## src/rtl/sc_stream_counter.sv

```systemverilog
// Windowed stochastic-to-binary converter: counts ones of in_bit over 2^WIDTH cycles.
// Optional feature macro COUNT_SCALE_EN: result = count << LOGSCALE (undoes the adder's 1/2^LOGSCALE scaling).
module sc_stream_counter #(
  parameter int WIDTH    = 8,
  parameter int LOGSCALE = 3
) (
  input  logic clk,
  input  logic rst_n,
  input  logic in_bit,
  input  logic start,
  input  logic clr,
  input  logic ack,
  output logic busy,
  output logic valid,
`ifdef COUNT_SCALE_EN
  output logic [WIDTH+LOGSCALE:0] result
`else
  output logic [WIDTH:0] result
`endif
);

`ifdef COUNT_SCALE_EN
  localparam int RW = WIDTH + 1 + LOGSCALE;
`else
  localparam int RW = WIDTH + 1;
`endif

  localparam logic [WIDTH:0] LAST = {1'b0, {WIDTH{1'b1}}};
  localparam logic [WIDTH:0] ONE  = {{WIDTH{1'b0}}, 1'b1};
  localparam logic [WIDTH:0] ZERO = '0;

  typedef enum logic [1:0] {IDLE, RUN, DONE} state_t;

  state_t          state_reg, state_next;
  logic [WIDTH:0]  cyc_reg, cyc_next;
  logic [WIDTH:0]  acc_reg, acc_next;
  logic [RW-1:0]   result_reg, result_next;
  logic            busy_reg, busy_next;
  logic            valid_reg, valid_next;
  logic [WIDTH:0]  sum;
  logic [RW-1:0]   scaled;

  // acc never exceeds 2^WIDTH, so WIDTH+1 bits hold the final sample too
  assign sum = acc_reg + (in_bit ? ONE : ZERO);

`ifdef COUNT_SCALE_EN
  assign scaled = {sum, {LOGSCALE{1'b0}}};
`else
  assign scaled = sum;
`endif

  always_comb begin
    state_next  = state_reg;
    cyc_next    = cyc_reg;
    acc_next    = acc_reg;
    result_next = result_reg;
    if (clr) begin
      state_next = IDLE;
      cyc_next   = ZERO;
      acc_next   = ZERO;
    end else begin
      case (state_reg)
        IDLE: begin
          if (start) begin
            state_next = RUN;
            cyc_next   = ZERO;
            acc_next   = ZERO;
          end
        end
        RUN: begin
          acc_next = sum;
          cyc_next = cyc_reg + ONE;
          if (cyc_reg == LAST) begin
            result_next = scaled;
            state_next  = DONE;
          end
        end
        DONE: begin
          // ack together with start chains straight into the next window
          if (ack) begin
            if (start) begin
              state_next = RUN;
              cyc_next   = ZERO;
              acc_next   = ZERO;
            end else begin
              state_next = IDLE;
            end
          end
        end
        default: state_next = IDLE;
      endcase
    end
    busy_next  = (state_next == RUN);
    valid_next = (state_next == DONE);
  end

  always_ff @(posedge clk or negedge rst_n) begin
    if (!rst_n) begin
      state_reg  <= IDLE;
      cyc_reg    <= '0;
      acc_reg    <= '0;
      result_reg <= '0;
      busy_reg   <= 1'b0;
      valid_reg  <= 1'b0;
    end else begin
      state_reg  <= state_next;
      cyc_reg    <= cyc_next;
      acc_reg    <= acc_next;
      result_reg <= result_next;
      busy_reg   <= busy_next;
      valid_reg  <= valid_next;
    end
  end

  assign busy   = busy_reg;
  assign valid  = valid_reg;
  assign result = result_reg;

endmodule

```

## config.mk

```make
export PLATFORM = sky130hd
export DESIGN_NAME = sc_stream_counter
export DESIGN_NICKNAME = d
export VERILOG_FILES = /design/src/rtl/sc_stream_counter.sv
export SDC_FILE = /design/constraint.sdc
export NUM_CORES = 1
export LEC_CHECK = 0
export CAP_MARGIN = 20
export CORE_ASPECT_RATIO = 0.6
export CORE_MARGIN = 8
export CORE_UTILIZATION = 52
export CTS_BUF_LIST = sky130_fd_sc_hd__clkbuf_2 sky130_fd_sc_hd__clkbuf_4 sky130_fd_sc_hd__clkbuf_8
export DETAILED_ROUTE_END_ITERATION = 8
export GPL_ROUTABILITY_DRIVEN = 0
export PLACE_DENSITY = 0.85
export REMOVE_ABC_BUFFERS = 1
export SLEW_MARGIN = 20
export SYNTH_ARGS = -nofsm -noshare
export SYNTH_HDL_FRONTEND = slang
export SYNTH_SLANG_ARGS = --single-unit
export TNS_END_PERCENT = 20
```

## constraint.sdc

```tcl
create_clock -name clk -period 1.7 [get_ports clk]
set_clock_uncertainty 0.05 [all_clocks]
set_input_delay 0.425 -clock clk [delete_from_list [all_inputs] [get_ports clk]]
set_output_delay 0.425 -clock clk [all_outputs]
set_load 0.05 [all_outputs]
```

Word-level counts from Yosys, hierarchy flattened
Cells that the tools add are included.
{"block": "totals", "in_bits": 6, "regBits": 31, "output_inout_bits": 11, "word_cells": 34}
{"block": "classes", "n_mux": 15, "bitwise_logic": 1, "eq_ne": 6, "n_addsub": 2, "n_reduce_logical": 4}
{"operator": "9-bit two-way mux", "count": 6}
{"operator": "9-bit one-hot mux with 3 select lines", "count": 2}
{"operator": "9-bit by 1-bit adder with 9-bit output", "count": 1}
{"operator": "9-bit by 1-bit adder with 9-bit output (second input constant)", "count": 1}
{"operator": "9-bit by 8-bit equality test with 1-bit output (second input constant)", "count": 1}
{"operator": "2-bit two-way mux", "count": 4}
{"operator": "2-bit one-hot mux with 3 select lines", "count": 1}
{"operator": "2-bit by 1-bit equality test with 1-bit output (second input constant)", "count": 2}
{"operator": "2-bit equality test (second input constant)", "count": 2}
{"operator": "4-bit nonzero test", "count": 1}
{"operator": "3-bit inequality test (second input constant)", "count": 1}
{"operator": "3-bit AND reduction", "count": 1}
{"operator": "2-bit zero test", "count": 1}
{"operator": "1-bit two-way mux", "count": 2}
{"operator": "2-bit AND reduction", "count": 1}
{"operator": "1-bit inverter", "count": 1}

Longest topological paths before layout
{"block": "logic_depth", "depth_word": 5, "depth_mapped": 8, "depth_no_buf": 7}

Worst setup path after synthesis
No wires, ideal clock.
{"block": "synth_path", "kind": "register to register", "startpoint": "reg cyc_reg[0]", "endpoint": "reg result_reg[8], in the netlist result[8]", "t_required_ns": 1.581, "path_stages_with_launch": 8, "arrival_ns": 1.667, "setup_ns": 0.069, "synth_period_minus_slack_ns": 1.786, "path_slack_ns": -0.086, "path_buffers": 0, "path_cell_list": "dfrtp_1 > ha_1 > nand3_1 > nor2_1 > ha_1 > nand4bb_1 > or4_1 > nand3_1"}
{"block": "synth_via", "elab_chain_cells": 2}
{"item": "start: declaration", "line_no": "35", "text": "logic [WIDTH:0] cyc_reg, cyc_next;"}
{"item": "start signal: assignment", "line_no": "107", "text": "cyc_reg <= cyc_next;"}
{"item": "9-bit by 8-bit equality test with 1-bit output", "line_no": "73", "text": "if (cyc_reg == LAST) begin"}
{"item": "3-bit AND reduction (no line)"}
{"item": "end signal: assignment", "line_no": "109", "text": "result_reg <= result_next;"}
{"item": "end: declaration", "line_no": "37", "text": "logic [RW-1:0] result_reg, result_next;"}
Every way passes these cells.
A chain may end at the register's enable or synchronous reset.

Final worst setup path
{"block": "layout_path", "startpoint": "reg cyc_reg[4]", "endpoint": "reg result_reg[6], in the netlist result[6]"}
Same word-level chain as after synthesis.

==> Flow_metrics.wiki <==
{| class="wikitable"
! Metric !! Value
|-
| Slowest-stage cell, CP || sky130_fd_sc_hd__or4_1
|-
| Total number of H-tree levels || 2
|-
| Final critical-path share of the clock period || 106%
|-
| Tightest Hold Check Type || register to register
|-
| Global-route wire length before repair || 6.82 mm
|-
| Count of endpoints failing setup in the final report || 7
|-
| Count of yosys warnings during synthesis || 0
|-
| Clock transition at the register clock pins on the worst setup and hold paths after CTS || 0.06 ns
|-
| Diodes inserted || 0
|-
| Die footprint || 5170 µm²
|-
| Max-capacitance violation count || 0
|-
| Most used cells in the layout excluding fill and tap cells || 31 x sky130_fd_sc_hd__dfrtp_1, 29 x sky130_fd_sc_hd__buf_4, 16 x sky130_fd_sc_hd__nand2_1
|-
| Via density per instance || between 6 and 7
|-
| Clock Sink Count || 31
|-
| Floorplan die height || a little under 60 µm
|-
| Core Footprint || 2910 µm²
|-
| Post-Synthesis Cell Area || 1600 µm²
|-
| Layout cells sized above 1 || a little over a third
|-
| IO Pins || 17
|-
| Routed vias || approximately 1500
|-
| Mapped Cells || 159
|-
| Drt pass-1 iters || 5
|-
| DRC violations left || 0
|-
| Post-synthesis cell type with the largest combined area || sky130_fd_sc_hd__dfrtp_1
|-
| Slew Limit Fails || 0
|-
| Post-Syn Area per Cell || 10.1 µm²
|-
| Starting density of the core || 55.0%
|-
| Violation count after the first detailed-route iteration || between 150 and 200
|-
| Series of cell instances along the critical path || nand4_1, nor2_4, ha_4, nand4bb_4, or4_1, nand3_1
|-
| DRT antenna net count || 0
|-
| Async set-reset flop share out of synthesis || 100%
|-
| Synth top area share || 48.5%
|-
| Average wire per standard cell || 18.7 µm
|-
| Shortest period the worst path allows || 1.79 ns
|-
| Final-layout setup total negative slack || -0.261 ns
|-
| Crit path largest cell delay || about 0.5 ns
|-
| Count of state elements after synthesis || 31
|-
| Sum of routed wire length over all layers || between 4 and 5 mm
|-
| Post-route worst setup slack || -0.0937 ns
|-
| Worst-path fanout max || 5
|-
| Final hold slack || around 0.47 ns
|-
| Critical Setup Path Class || register to register
|-
| Highest achievable clock rate || 558 MHz
|-
| Least-Margin Pin Slew || 0.415 ns
|-
| Number of nets in the layout || between 200 and 250
|-
| Cell row count || 15
|-
| IO Port Bufs || 16
|-
| Maximum clock insertion buffer count || 2
|-
| Critical path arrival || 1.97 ns
|-
| Most common cell after layout, fill and taps aside || sky130_fd_sc_hd__dfrtp_1
|-
| Total leakage power || 1.08 nW
|-
| Type of destination of the critical path || register
|-
| TritonCTS Buffers || 5
|-
| Yosys cell types || 40
|-
| Total of fill cells in the finished design || 175
|-
| Insertion delay of the later-clocked pin in the worst-skew pair || 0.29 ns
|-
| Combined global-route utilization of all metal layers || 17.1%
|-
| Pin count of the biggest net entering global routing || 32
|-
| Cts hold-fix bufs || 0
|-
| Sort of element at the start of the critical path || register
|-
| Pwr per Cell Area || between 600 and 700 nW/µm²
|-
| Area Growth Syn to Fin || 47.0%
|-
| Maximum vdd ir drop || 0.689 mV
|-
| Result of the run || complete, but fails checks
|-
| Number of global-route vias before repair || around 1500
|-
| Dominant cells by area after synthesis || sky130_fd_sc_hd__dfrtp_1 48%, sky130_fd_sc_hd__a211o_1 3.8%, sky130_fd_sc_hd__nand2_1 3.8%
|-
| Buf+Inv Stages, Crit Path || 0
|-
| HPWL after DPL || 2.68 mm
|-
| Unrepaired setup endpoints after global routing || true
|-
| Data required, critical path || approximately 1.9 ns
|-
| Proportion of synthesized chip area in sequential cells || 48.5%
|-
| Total gr overflow || 0
|-
| Root buffer cell || sky130_fd_sc_hd__clkbuf_8
|-
| Width of the die || 87.6 µm
|-
| Max-slew headroom || between 70% and 80%
|-
| Dominant synthesized flop cell || sky130_fd_sc_hd__dfrtp_1
|-
| Antenna violations before repair || 0
|-
| Violated checks || setup timing
|-
| TritonCTS clock tree || yes
|-
| Kind of cell adding the most delay to the critical path || simple AND/OR/NAND/NOR gates
|-
| Number of enable flip-flop cells after synthesis || 0
|-
| Number of failing hold endpoints at the final stage || 0
|}
[metrics by stage]
stage	utilization, %	power (mW)	worst slack [ns]	area [µm²]	std cells
after global routing	80.9	1.64	-0.153	2350	246
after global placement	70.8	0.906	-0.402	2060	233
after detailed placement	70.8	0.913	-0.449	2060	233
after floorplan	-	0.835	-0.326	1540	149
final	80.9	1.59	-0.0937	2350	246
after CTS	77.2	1.57	-0.129	2250	244
[layer usage]
| layer | up-vias | share of wire (%) | track usage, % |
|---|---|---|---|
| li1 | 686 | - | - |
| met1 | 737 | 41 | 20.8 |
| met2 | 92 | 48 | 26.7 |
| met3 | 15 | 8.5 | 5.39 |
| met4 | 0 | 2.3 | 8.98 |
| met5 | - | 0 | 0 |
[synth_stat cells, drive strengths merged, types with 2 or more instances]
cell	n
nor2	4
nand2	16
buf	4
a22o	3
ha	4
a211o	7
nor3b	6
o31a	3
or4	4
o211a	2
nor4	2
nor2b	3
and3	4
nand3	10
o21ai	9
dfrtp	31
clkbuf	6
a31oi	7
nand4	3
a21oi	2
nand2b	2
o211ai	5
nor3	4
inv	6
xor2	2
[worst register-to-register path: stages (launching register included)]
cell and delay [ns]:
sky130_fd_sc_hd__dfrtp_1 0.36, sky130_fd_sc_hd__nand4_1 0.23, sky130_fd_sc_hd__nor2_4 0.19, sky130_fd_sc_hd__ha_4 0.16, sky130_fd_sc_hd__nand4bb_4 0.14, sky130_fd_sc_hd__or4_1 0.50
sky130_fd_sc_hd__nand3_1 0.09
[cells by family after synthesis]
logic type	after synthesis	share of synthesized area, %
XOR/XNOR	3	1.64
AND/OR/NAND/NOR	63	22.5
adder cells (fa/ha/maj)	4	3.13
flip-flops	31	48.5
multiplexers	1	0.626
AO/OA/AOI/OAI	41	18.6
buffers and inverters	16	5.00
[where the power goes]
group          switching (mW)  internal [mW]  total (mW)
logic                  0.0814         0.0693       0.151
registers              0.0223          0.753       0.775
clock network           0.282          0.385       0.667
[path summary, 6_finish.rpt]
check	from	end	slack [ns]	depth (start not counted)
setup / recovery	cyc_reg[4]	result[6]	-0.09	6
hold / removal	acc_reg[8]	acc_reg[8]	0.47	1
setup reg to reg	cyc_reg[4]	result[6]	-0.09	6
hold reg to reg	acc_reg[8]	acc_reg[8]	0.47	1
max in group asynchronous	rst_n	acc_reg[0]	0.83	2
min in group asynchronous	rst_n	result[6]	0.49	2
[layout make-up]
type                       instances  area [µm²]  share of cell area, %
multi-input combinational        112         886                   37.7
tap                               42        52.6                   2.23
timing repair buffer              47         512                   21.8
inverter                           6        22.5                  0.957
clock buffer                       8         104                   4.41
sequential                        31         776                   33.0
[repair_timing]
item,in CTS,in global routing
resized for setup,14,15
pin swaps,13,8
buffers inserted,3,2
endpoints found under the setup margin,22,25
No activity file was read; power rests on OpenSTA's default activity.
